File: config.mk
export PLATFORM = sky130hd
export DESIGN_NAME = mux_4_1
export DESIGN_NICKNAME = d
export VERILOG_FILES = /design/src/rtl/mux_pkg.sv /design/src/rtl/sat_counter.sv /design/src/rtl/mux_4_1.sv
export SDC_FILE = /design/constraint.sdc
export NUM_CORES = 1
export LEC_CHECK = 0
export ABC_AREA = 1
export ABC_CLOCK_PERIOD_IN_PS = 1600
export CAP_MARGIN = 10
export CORE_MARGIN = 2
export CORE_UTILIZATION = 40
export CTS_CLUSTER_SIZE = 20
export DETAILED_ROUTE_END_ITERATION = 10
export PLACE_DENSITY = 0.68
export SYNTH_ARGS = -nofsm -noshare
export SYNTH_HDL_FRONTEND = slang
export SYNTH_SLANG_ARGS = --single-unit
File: constraint.sdc
create_clock -name clk -period 1.6 [get_ports clk]
set_input_delay 0.24 -clock clk [delete_from_list [all_inputs] [get_ports clk]]
set_output_delay 0.24 -clock clk [all_outputs]
set_load 0.02 [all_outputs]
File: src/rtl/mux_pkg.sv
// Shared constants and types for the mux_4_1 lane-select datapath.
package mux_pkg;
  localparam int unsigned N_LANES = 4;
  localparam int unsigned SEL_W   = 2;

  typedef logic [SEL_W-1:0] sel_t;
endpackage

File: src/rtl/sat_counter.sv
// Synchronous up-counter that sticks at its all-ones value instead of wrapping.
module sat_counter #(
  parameter int unsigned CNT_W = 8
) (
  input  logic             clk,
  input  logic             rst,
  input  logic             inc,
  output logic [CNT_W-1:0] count
);
  always_ff @(posedge clk) begin
    if (rst) begin
      count <= '0;
    end else if (inc && (count != '1)) begin
      count <= count + 1'b1;
    end
  end
endmodule

File: src/rtl/mux_4_1.sv
// 4:1 lane mux with combinational output plus registered copy, select-change pulse
// and per-lane saturating select counters. Optional par_q output under `MUX_PARITY_EN.
module mux_4_1
  import mux_pkg::*;
#(
  parameter int unsigned WIDTH = 1,
  parameter int unsigned CNT_W = 8
) (
  input  logic                       clk,
  input  logic                       rst,
  input  logic [N_LANES*WIDTH-1:0]   in,
  input  sel_t                       sel,
  input  logic                       en,
  output logic [WIDTH-1:0]           y,
  output logic [WIDTH-1:0]           y_q,
  output logic                       sel_chg,
  output logic [CNT_W-1:0]           cnt0,
  output logic [CNT_W-1:0]           cnt1,
  output logic [CNT_W-1:0]           cnt2,
  output logic [CNT_W-1:0]           cnt3
`ifdef MUX_PARITY_EN
  ,
  output logic                       par_q
`endif
);
  logic [WIDTH-1:0] lane_d;
  sel_t             prev_sel_q;
  logic             seen_q;
  logic             sel_chg_q;
  logic [CNT_W-1:0] cnt_q [N_LANES];

  // Full case with lane 0 as default keeps X/Z selects from inferring a latch.
  always_comb begin
    lane_d = in[0 +: WIDTH];
    case (sel)
      2'd0:    lane_d = in[0*WIDTH +: WIDTH];
      2'd1:    lane_d = in[1*WIDTH +: WIDTH];
      2'd2:    lane_d = in[2*WIDTH +: WIDTH];
      2'd3:    lane_d = in[3*WIDTH +: WIDTH];
      default: lane_d = in[0 +: WIDTH];
    endcase
  end

  assign y = lane_d;

  always_ff @(posedge clk) begin
    if (rst) begin
      y_q        <= '0;
      sel_chg_q  <= 1'b0;
      prev_sel_q <= '0;
      seen_q     <= 1'b0;
    end else if (en) begin
      y_q        <= lane_d;
      sel_chg_q  <= seen_q && (sel != prev_sel_q);
      prev_sel_q <= sel;
      seen_q     <= 1'b1;
    end else begin
      sel_chg_q  <= 1'b0;
    end
  end

  assign sel_chg = sel_chg_q;

`ifdef MUX_PARITY_EN
  always_ff @(posedge clk) begin
    if (rst) begin
      par_q <= 1'b0;
    end else if (en) begin
      par_q <= ^lane_d;
    end
  end
`endif

  for (genvar k = 0; k < N_LANES; k++) begin : g_cnt
    sat_counter #(.CNT_W(CNT_W)) u_cnt (
      .clk   (clk),
      .rst   (rst),
      .inc   (en && (sel == sel_t'(k))),
      .count (cnt_q[k])
    );
  end

  assign cnt0 = cnt_q[0];
  assign cnt1 = cnt_q[1];
  assign cnt2 = cnt_q[2];
  assign cnt3 = cnt_q[3];
endmodule

-- Yosys cells after proc, flatten, opt, wreduce, memory -nomap -nowiden
Cells that the tools add are included.
- register bits after elaboration: 37
- output and inout bits: 35
- eq/ne operators: 8
- bitwise operators: 1
- add/subtract/negate cells: 4
- reduce and logical (&&, ||, !) cells: 11
- muxes and demuxes: 1
- operators by type and width (cell ; count):
    adder 8 x 1 -> 8 bit, second input constant ; 4
    != test 8 bit, second input constant ; 4
    logical AND 1 bit ; 9
    == test 2 bit, second input constant ; 2
    case mux 1 bit (4 select lines) ; 1
    == test 2 x 1 -> 1 bit, second input constant ; 1
    zero test 2 bit ; 1
    != test 2 bit ; 1
    OR reduction 2 bit ; 1
    inverter 1 bit ; 1

-- Longest topological paths before layout
Gate-level depths: netlist (run 1).
- word-level depth: 3
- mapped depth: 8

-- Hierarchy
From an unflattened synthesis (run 1), not the netlist that was laid out.
- cell total of the unflattened synthesis: 344
- area, all modules: 2188.3 um2
- by module, submodules not included (module ; cells each ; area an instance (um2) ; seq. area each (um2) ; times used):
    sat_counter ; 77 ; 484.2 ; 160.2 ; 4
    mux_4_1 ; 36 ; 251.5 ; 100.1 ; 1

-- Worst setup path before layout (run 1)
Ideal clock, no wire load.
- path kind: register to register
- from: register g_cnt[0].u_cnt.count[0]
- to: register g_cnt[0].u_cnt.count[7]
- setup time: 113 ps
- path buffers: 0
- stages on the path, launching flop included: 9
- data required time: 1487 ps
- arrival: 1357 ps
- slack: 130 ps
- cell sequence: dfxtp_1 -> ha_1 -> nand2_1 -> nor2_1 -> nand2_2 -> nand2_1 -> nor2_1 -> nor2_1 -> nor2_1
- longest elaborated chain between the ends: 2
- ends and longest elaborated chain (element ; RTL line ; source):
    from (decl) ; sat_counter.sv:8 ; output logic [CNT_W-1:0] count
    from (signal assigned) ; sat_counter.sv:14 ; count <= count + 1'b1;
    parallel branches: the longest is 2 deep, another holds adder 8 x 1 -> 8 bit ; n/a ;
Parallel ways; which one is timed is not known.
A chain may end at the register's enable or synchronous reset.

-- Worst setup path after layout (run 1)
- from: register g_cnt[1].u_cnt.count[4]
- to: output cnt1[4]
- RTL lines (element ; RTL line ; source):
    from (decl) ; sat_counter.sv:8 ;
    from (signal assigned) ; sat_counter.sv:14 ;
    to (decl) ; mux_4_1.sv:18 ; output logic [CNT_W-1:0] cnt1,
No word-level cell between the ends.

==> qor.yml, run 1 <==
worst_setup_path:
  end_kind: "output port"
  critPathKind: "register to output port"
  critical_path_arrival_ns: 1.31
  critPathLaunchType: "register"
  cp_max_fo: 4
  worstPathCellList: "clkdlybuf4s50_1"
  critPathTopFamily: "buffers and inverters"
  worst_path_largest_cell_delay_ns: 0.63
  path_buf_inv: 1
  slowest_stage: "clkdlybuf4s50_1"
  required_ns: 1.36
global_route:
  antenna_found_initial: 0
  grt_pass1_vias: 1854
  grt_pass1_wl_um: 8050
  grt_usage_pct: 17.8
  grt_max_degree: 12
  overflow: 0
floorplan:
  dieWidth_um: 75.8
  dieArea_um2: 5750
  core_area_um2: 5040
  placementRows: 26
  die_h_um: 75.8
  io_pins: 44
  start_util_pct: 40.9
placed_design:
  numPlacedInstances: 450
  postPlaceCellArea_um2: 2720
  place_hpwl_um: 3580
  place_congestion: 0.830
  port_buffers: 43
  dp_slack_ns: -0.281
timing:
  min_period_ns: 1.55
  clock_skew_ns: 0.00942
  tns_ns: 0
  slew_viol_final: 0
  finalSetupViolCount: 0
  hold_viol: 0
  relSlewSlack_pct: 82.4
  finalCritPeriodShare_pct: 96.6
  rsz0062_at_grt: "yes"
  fin_ws_ns: 0.0550
  max_slew.worst_pin.slew_ns: 0.262
  fmax_mhz: 647
status:
  outcome: "completed"
synthesis:
  syn_nets: 331
  synthesis.area_um2: 2060
  yosysWarnings: 0
  avgSynthCellArea_um2: 6.49
  seq_area_frac_synth_pct: 35.9
  syn_inst: 318
  ys_seq_elements: 37
  synth.distinct_cells: 21
final_layout:
  stdcell_count: 458
  diodes: 0
  area_growth_pct: 37.9
  fill_cells: 503
  drive_above_1_share_pct: 12.9
  fin_area_um2: 2850
  nets: 400
clock_tree:
  cts_made_buffers: 5
  cts_resized: 8
  clk_path_buf_depth: 2
  htree_levels: 2
  clk_latency_ns: 0.29
  clk_pin_slew_ns: 0.08
  cts-root-buf: "clkbuf_8"
  ctsHoldBuffers: 0
  cts_tree: "yes"
  cts.sinks: 37
  post_cts_buffers: 0
pwr:
  ir_worst_vdd_v: 0.000567
  p_per_area_nw_per_um2: 623
  leakage_nw: 1.60
  p_total_mw: 1.77
drt:
  drt-wirelength-per-cell_um: 10.4
  route.detailed.drc: 0
  drt_iter0_markers: 93
  avgViaCountPerCell: 4.79
  drtAntennaViolNets: 0
  drt_first_pass_iters: 5
  num_vias: 2192
  wl_um: 4750
run:
  max-cap-violations: 0
hold_path:
  min_path_type: "register to register"
-- layout by cell type (no fill, tap or decap) --
cell             count
ha_1                 4
nand4_1             15
inv_2                2
nor2_1              47
dlymetal6s2s_1      22
a21oi_1             18
o21ai_0              2
buf_2                1
nor2_2               5
inv_1               36
buf_4               26
clkbuf_1             1
nor3_1               4
xor2_1               4
clkinv_2             2
dlygate4sd2_1        5
nand2_2              6
clkdlybuf4s50_1     15
nand2_1             90
nand3b_1             4
nand3_1             33
a41oi_1              1
clkbuf_8             5
dfxtp_1             37
nand3_2              2
nor3_4               1
-- cell usage after synthesis (all sizes together) --
master	number	area, um2
ha	4	50.1
nor3	5	36.3
nand2	96	373
clkbuf	3	15.0
inv	38	143
nand3b	4	30.0
dfxtp	37	741
a21oi	18	90.1
o21ai	2	10.0
xor2	4	35.0
buf	4	45.0
nand3	35	185
a41oi	1	8.76
nand4	15	93.8
nor2	52	208
-- metrics by stage --
step | hold WS [ns] | utilization [%]
floorplan | 0.330 | -
global placement | 0.449 | 53.9
detailed placement | 0.459 | 53.9
CTS | 0.460 | 55.4
global route | 0.481 | 56.4
finish | 0.456 | 56.4
-- flip-flops by register name, indices dropped and copies added (netlist names) --
register,count
sel_chg,1
y_q,1
g_cnt.u_cnt.count,32
prev_sel_q,2
seen_q,1
-- power breakdown --
| part | total (mW) | internal [mW] | switching (mW) |
|---|---|---|---|
| Combinational | 0.184 | 0.0852 | 0.0984 |
| Sequential | 0.943 | 0.935 | 0.00890 |
| Clock | 0.645 | 0.302 | 0.342 |
| Total | 1.77 | 1.32 | 0.450 |
-- area by class of cell --
class	count	area [um2]	area share, %
sequential	37	741	26.0
tap	70	87.6	3.08
timing repair buffer	69	669	23.5
multi-input combinational	236	1120	39.4
clock inverter	2	10.0	0.352
inverter	38	143	5.01
clock buffer	6	72.6	2.55
-- logic make-up after synthesis --
kind of cell / synth area share [%]
flip-flops: 35.9
AND/OR/NAND/NOR: 44.9
XOR/XNOR: 1.70
buffers and inverters: 9.82
AO/OA/AOI/OAI: 5.28
adder cells (fa/ha/maj): 2.43
-- routing by layer --
metal | global-route usage, % | share of wire (%) | vias up
met2 | 28.4 | 45 | 43
met5 | 0 | 0 | -
li1 | - | - | 1161
met1 | 24.2 | 49 | 983
met3 | 4.89 | 5.3 | 5
met4 | 3.51 | 0.97 | 0
-- final timing paths --
check | start | end | slack, ns | cells past startpoint
worst max-delay path | g_cnt[1].u_cnt.count[4]$_SDFFE_PP0P_ | cnt1[4] | 0.05 | 1
worst min-delay path | seen_q$_SDFFE_PP0P_ | sel_chg$_SDFF_PP0_ | 0.46 | 2
worst max register to register | g_cnt[2].u_cnt.count[0]$_SDFFE_PP0P_ | g_cnt[2].u_cnt.count[7]$_SDFFE_PP0P_ | 0.14 | 8
worst min register to register | seen_q$_SDFFE_PP0P_ | sel_chg$_SDFF_PP0_ | 0.46 | 2
(Power assumes the default switching activity.)
==> inputs of run 2 (changes only) <==
ABC_CLOCK_PERIOD_IN_PS = 1500   (was 1600)
CORE_UTILIZATION = 49   (was 40)
HOLD_SLACK_MARGIN = 0.06   (was unset)
PLACE_DENSITY = 0.8   (was 0.68)
clock period = 1.5 ns   (was 1.6 ns; I/O delays follow)
==> qor.yml, run 2 (same netlist as run 1, synthesis figures left out) <==
placed_design:
  place_congestion: 0.837  # +0.78%
  dp_slack_ns: -0.346  # -0.0653 ns
  port_buffers: 43  # unchanged
  place_hpwl_um: 3500  # -2.3%
final_layout:
  diodes: 0  # unchanged
  top_register: "g_cnt.u_cnt.count"
  largest_register_ffs: 32  # unchanged
  nets: 402  # +0.50%
  biggestRegsByFlops: "g_cnt.u_cnt.count x32, prev_sel_q x2"
  final_common_cell: "nand2_1"
  fin_util_pct: 70.3  # +14 points
  drive_above_1_share_pct: 13.8  # +0.96 points
  final_cell_mix: "89 x nand2_1, 47 x nor2_1, 37 x dfxtp_1"
  area_growth_pct: 37.3
worst_setup_path:
  slowest_stage: "clkdlybuf4s50_1"
  cp_max_fo: 1  # -3
  r2r_setup_slack_ns: 0.10  # -0.04 ns
  critPathKind: "register to output port"
  worst_r2r_path_depth: 7  # -1
  end_kind: "output port"
  path_buf_inv: 1  # unchanged
  critPathLaunchType: "register"
  critical_path_arrival_ns: 1.21  # -0.10 ns
  required_ns: 1.27  # -0.09 ns
  worstPathCellList: "clkdlybuf4s50_1"
  worst_path_largest_cell_delay_ns: 0.59  # -0.04 ns
  critPathTopFamily: "buffers and inverters"
  worst_r2r_startpoint: "g_cnt[3].u_cnt.count[0]$_SDFFE_PP0P_"
  reg2reg_to: "g_cnt[3].u_cnt.count[3]$_SDFFE_PP0P_"
drt:
  drt_iter0_markers: 101  # +8.6%
  wl_um: 4900  # +3.1%
  route.detailed.drc: 0  # unchanged
  drtAntennaViolNets: 0  # unchanged
  num_vias: 2226  # +1.6%
  avgViaCountPerCell: 5.06  # +5.7%
  drt_first_pass_iters: 4  # -1
  drt-wirelength-per-cell_um: 11.1  # +7.3%
timing:
  finalCritPeriodShare_pct: 95.7
  finalSetupViolCount: 0  # unchanged
  max_slew.worst_pin.slew_ns: 0.278  # +0.0165 ns
  min_period_ns: 1.44
  hold_viol: 0  # unchanged
  fin_ws_ns: 0.0649  # +0.00989 ns
  relSlewSlack_pct: 81.3  # -1.1 points
  clock_skew_ns: 0.00487  # -0.00456 ns
  whs_ns: 0.465  # +0.00916 ns
  fmax_mhz: 697
  slew_viol_final: 0  # unchanged
  tns_ns: 0  # unchanged
global_route:
  grt_pass1_wl_um: 7860  # -2.3%
  grt_pass1_vias: 1920  # +3.6%
  grt_max_degree: 22  # +10
  overflow: 0  # unchanged
  antenna_found_initial: 0  # unchanged
  grt_usage_pct: 22.0  # +4.2 points
floorplan:
  placementRows: 23  # -12%
  io_pins: 44  # unchanged
  core_area_um2: 4030  # -20%
  start_util_pct: 51.2  # +10 points
  dieArea_um2: 4750  # -17%
  dieWidth_um: 68.9  # -9.1%
  die_h_um: 68.9  # -9.1%
clock_tree:
  clk_path_buf_depth: 2  # unchanged
  cts-root-buf: "clkbuf_8"
  cts_made_buffers: 5  # unchanged
  cts_tree: "yes"
  clk_latency_ns: 0.29  # about the same
  cts.sinks: 37  # unchanged
  clk_pin_slew_ns: 0.08  # about the same
  htree_levels: 2  # unchanged
  ctsHoldBuffers: 0  # unchanged
hold_path:
  hp-start: "seen_q$_SDFFE_PP0P_"
  holdPathEnd: "sel_chg$_SDFF_PP0_"
  min_path_type: "register to register"
  min_path_cells: 2  # unchanged
pwr:
  leakage_nw: 1.37  # -14%
  ir_worst_vdd_v: 0.000540  # -4.7%
  p_per_area_nw_per_um2: 795  # +28%
status:
  outcome: "completed"
run:
  max-cap-violations: 0  # unchanged
run 2: cell types whose count changed in the layout (fill, tap and decap cells not counted):
cell,before,now
nand2_2,6,7
nor2_2,5,4
nand2_1,90,89
bufinv_16,0,2
dlymetal6s2s_1,22,1
buf_12,0,2
clkbuf_1,1,0
clkinv_2,2,1
dlygate4sd2_1,5,32
nor2_4,0,1
clkdlybuf4s50_1,15,9
run 2: what timing repair did:
action | 4_1_cts | 5_1_grt
setup endpoints to repair | 33 | 8
gates resized for setup | 36 | 4
buffers inserted | 0 | 0
run 2: area by class of cell:
type,instances,area (um2)
clock buffers,5,68.8
clock inverters,3,65.1
fillers,331,1200
inverters,38,143
multi-input cells,236,1130
flip-flops and latches,37,741
well taps,50,62.6
repair buffers,71,623
run 2: how the worst max path moves through the flow:
stage / start / cells after the start / endpoint
6_report: sel_chg$_SDFF_PP0_ / 1 / sel_chg
4_1_cts: y_q$_SDFFE_PP0P_ / 1 / y_q
5_1_grt: g_cnt[3].u_cnt.count[0]$_SDFFE_PP0P_ / 7 / g_cnt[3].u_cnt.count[3]$_SDFFE_PP0P_
3_5_place_dp: sel[0] / 5 / y
2_1_floorplan: g_cnt[0].u_cnt.count[0]$_SDFFE_PP0P_ / 8 / g_cnt[0].u_cnt.count[7]$_SDFFE_PP0P_
3_3_place_gp: sel[0] / 5 / y
run 2: metrics by stage:
step	cells	total power, mW	area [um2]
2_1_floorplan	318	1.13	2060
3_3_place_gp	432	1.24	2730
3_5_place_dp	432	1.24	2730
4_1_cts	440	2.28	2820
5_1_grt	440	2.34	2830
6_report	440	2.25	2830
run 2: report_power, final:
part	internal, mW	leakage (nW)	switching, mW
Sequential	0.997	0.300	0.00786
Combinational	0.0961	1.01	0.110
Clock	0.661	0.0681	0.380
run 2: tightest hold or removal path, stage by stage, from the launching register on:
cell and delay [ns]:
dfxtp_1 0.31, nand3_1 0.08, a41oi_1 0.04
run 2: layer usage:
layer | global-route usage (%) | wire length [um] | up-vias | part of all wire [%]
li1 | - | - | 1164 | -
met1 | 25.2 | 2130 | 994 | 43
met2 | 38.9 | 2440 | 63 | 50
met3 | 6.66 | 286 | 5 | 5.8
met4 | 7.11 | 45 | 0 | 0.92
met5 | 0 | 0 | - | 0
==> inputs of run 3 (changes only) <==
CORE_MARGIN = unset   (was 2)
PLACE_DENSITY = unset   (was 0.8)
PLACE_DENSITY_LB_ADDON = 0.05   (was unset)
==> qor.yml, run 3 (same netlist as run 1, synthesis figures left out) <==
pwr:
  p_seq_share_pct: 51.9  # +7.3 points
  internal_power_mw: 1.46  # -17%
  ir_worst_vdd_v: 0.000394  # -27%
  clkPwrFrac_pct: 37.6  # -8.6 points
  swShare_pct: 24.7  # +2.6 points
  power.share.combinational_pct: 10.5  # +1.3 points
  leakage_nw: 1.38  # +0.63%
  p_total_mw: 1.94  # -14%
  p_per_area_nw_per_um2: 692  # -13%
  power_switching_mw: 0.478  # -3.9%
placed_design:
  place_congestion: 0.844  # +0.84%
  place_hpwl_um: 3440  # -1.9%
  port_buffers: 43  # unchanged
  dp_slack_ns: -0.338  # +0.00831 ns
clock_tree:
  ctsHoldBuffers: 0  # unchanged
  htree_levels: 2  # unchanged
  clk_latency_ns: 0.29  # about the same
  clk_path_buf_depth: 2  # unchanged
  clk_pin_slew_ns: 0.07  # about the same
  post_cts_buffers: 0  # unchanged
  cts_made_buffers: 5  # unchanged
  cts-root-buf: "clkbuf_8"
  cts_tree: "yes"
  cts.sinks: 37  # unchanged
status:
  outcome: "completed"
global_route:
  grt_usage_pct: 23.0  # +1.0 points
  overflow: 0  # unchanged
  grt_max_degree: 22  # unchanged
  grt_pass1_wl_um: 7780  # -1.1%
  antenna_found_initial: 0  # unchanged
  grt_pass1_vias: 1817  # -5.4%
worst_setup_path:
  end_kind: "output port"
  worstPathCellList: "clkdlybuf4s50_1"
  critical_path_arrival_ns: 1.20  # about the same
  cp_max_fo: 1  # unchanged
  critPathKind: "register to output port"
  path_buf_inv: 1  # unchanged
  critPathLaunchType: "register"
  r2r_setup_slack_ns: 0.16  # +0.06 ns
  worst_path_largest_cell_delay_ns: 0.59  # about the same
  slowest_stage: "clkdlybuf4s50_1"
  required_ns: 1.27  # about the same
  critPathTopFamily: "buffers and inverters"
final_layout:
  top_register: "g_cnt.u_cnt.count"
  drive_above_1_share_pct: 14.1  # +0.22 points
  final_cell_mix: "89 x nand2_1, 46 x nor2_1, 37 x dfxtp_1"
  nets: 404  # +0.50%
  diodes: 0  # unchanged
  area_growth_pct: 35.6
  final_common_cell: "nand2_1"
  biggestRegsByFlops: "g_cnt.u_cnt.count x32, prev_sel_q x2"
  largest_register_ffs: 32  # unchanged
  fin_util_pct: 69.4  # -0.87 points
floorplan:
  io_pins: 44  # unchanged
  dieWidth_um: 66.9  # -2.9%
  start_util_pct: 51.2  # unchanged
  core_area_um2: 4030  # unchanged
  dieArea_um2: 4470  # -5.7%
  placementRows: 23  # unchanged
  die_h_um: 66.9  # -2.9%
drt:
  wl_met3_um: 203  # -29%
  avgViaCountPerCell: 4.91  # -3.0%
  route.detailed.drc: 0  # unchanged
  wl_um: 4750  # -3.1%
  wl_met2_um: 2220  # -8.9%
  drt_iter0_markers: 104  # +3.0%
  drtAntennaViolNets: 0  # unchanged
  drt_first_pass_iters: 4  # unchanged
  top_layer: "met4"
  num_vias: 2164  # -2.8%
  drt-wirelength-per-cell_um: 10.8  # -3.3%
  routedLengthMet1_um: 2260  # +6.2%
timing:
  min_period_ns: 1.42  # -0.0125 ns
  hold_viol: 0  # unchanged
  fin_ws_ns: 0.0774  # +0.0125 ns
  finalCritPeriodShare_pct: 94.8  # -0.84 points
  slew_viol_final: 0  # unchanged
  clock_skew_ns: 0.00378  # -0.00109 ns
  fmax_mhz: 703  # +0.88%
  finalSetupViolCount: 0  # unchanged
  tns_ns: 0  # unchanged
  whs_ns: 0.415  # -0.0495 ns
  max_slew.worst_pin.slew_ns: 0.279  # +0.000933 ns
  relSlewSlack_pct: 81.2  # about the same
hold_path:
  min_path_type: "input pin to register"
run:
  max-cap-violations: 0  # unchanged
[run 3: tightest hold or removal path, cell delays in order]
cell and delay, ns:
dlymetal6s2s_1 0.17, inv_2 0.08, buf_4 0.13, a21oi_1 0.06
[run 3: worst paths after layout]
check,depth (start not counted),endpoint,start
worst max-delay path,1,sel_chg,sel_chg$_SDFF_PP0_
worst min-delay path,4,prev_sel_q[1]$_SDFFE_PP0P_,sel[1]
worst max register to register,8,g_cnt[3].u_cnt.count[7]$_SDFFE_PP0P_,g_cnt[3].u_cnt.count[0]$_SDFFE_PP0P_
worst min register to register,2,prev_sel_q[0]$_SDFFE_PP0P_,prev_sel_q[0]$_SDFFE_PP0P_
[run 3: layout make-up]
cell class              instances  area (um2)
inverters                      38         143
repair buffers                 73         628
fillers                       378        1230
well taps                      50        62.6
multi-input cells             236        1140
flip-flops and latches         37         741
clock buffers                   7        86.3
[run 3: power groups by stage]
stage	sequential (mW)	clock (mW)	combinational, mW
after CTS	1.00	0.741	0.203
after global routing	1.01	0.792	0.224
after floorplan	1.04	0	0.0862
final	1.00	0.727	0.204
after global placement	1.03	0	0.208
after detailed placement	1.03	0	0.210
[run 3: metrics by stage]
step           instances  cell area, um2
5_1_grt              441            2800
6_report             441            2800
4_1_cts              441            2780
3_5_place_dp         434            2730
3_3_place_gp         434            2730
2_1_floorplan        318            2060
[run 3: repair_timing]
| action | CTS | global route |
|---|---|---|
| resized for setup | 36 | 7 |
| setup endpoints to repair | 33 | 7 |
| pin swaps | 0 | 0 |
| hold endpoints to repair | 0 | 0 |
[run 3: layer usage]
layer / track usage (%) / vias to the layer above
li1: - / 1165
met1: 29.1 / 954
met3: 6.68 / 6
met5: 0 / -
met2: 37.1 / 39
met4: 7.18 / 0
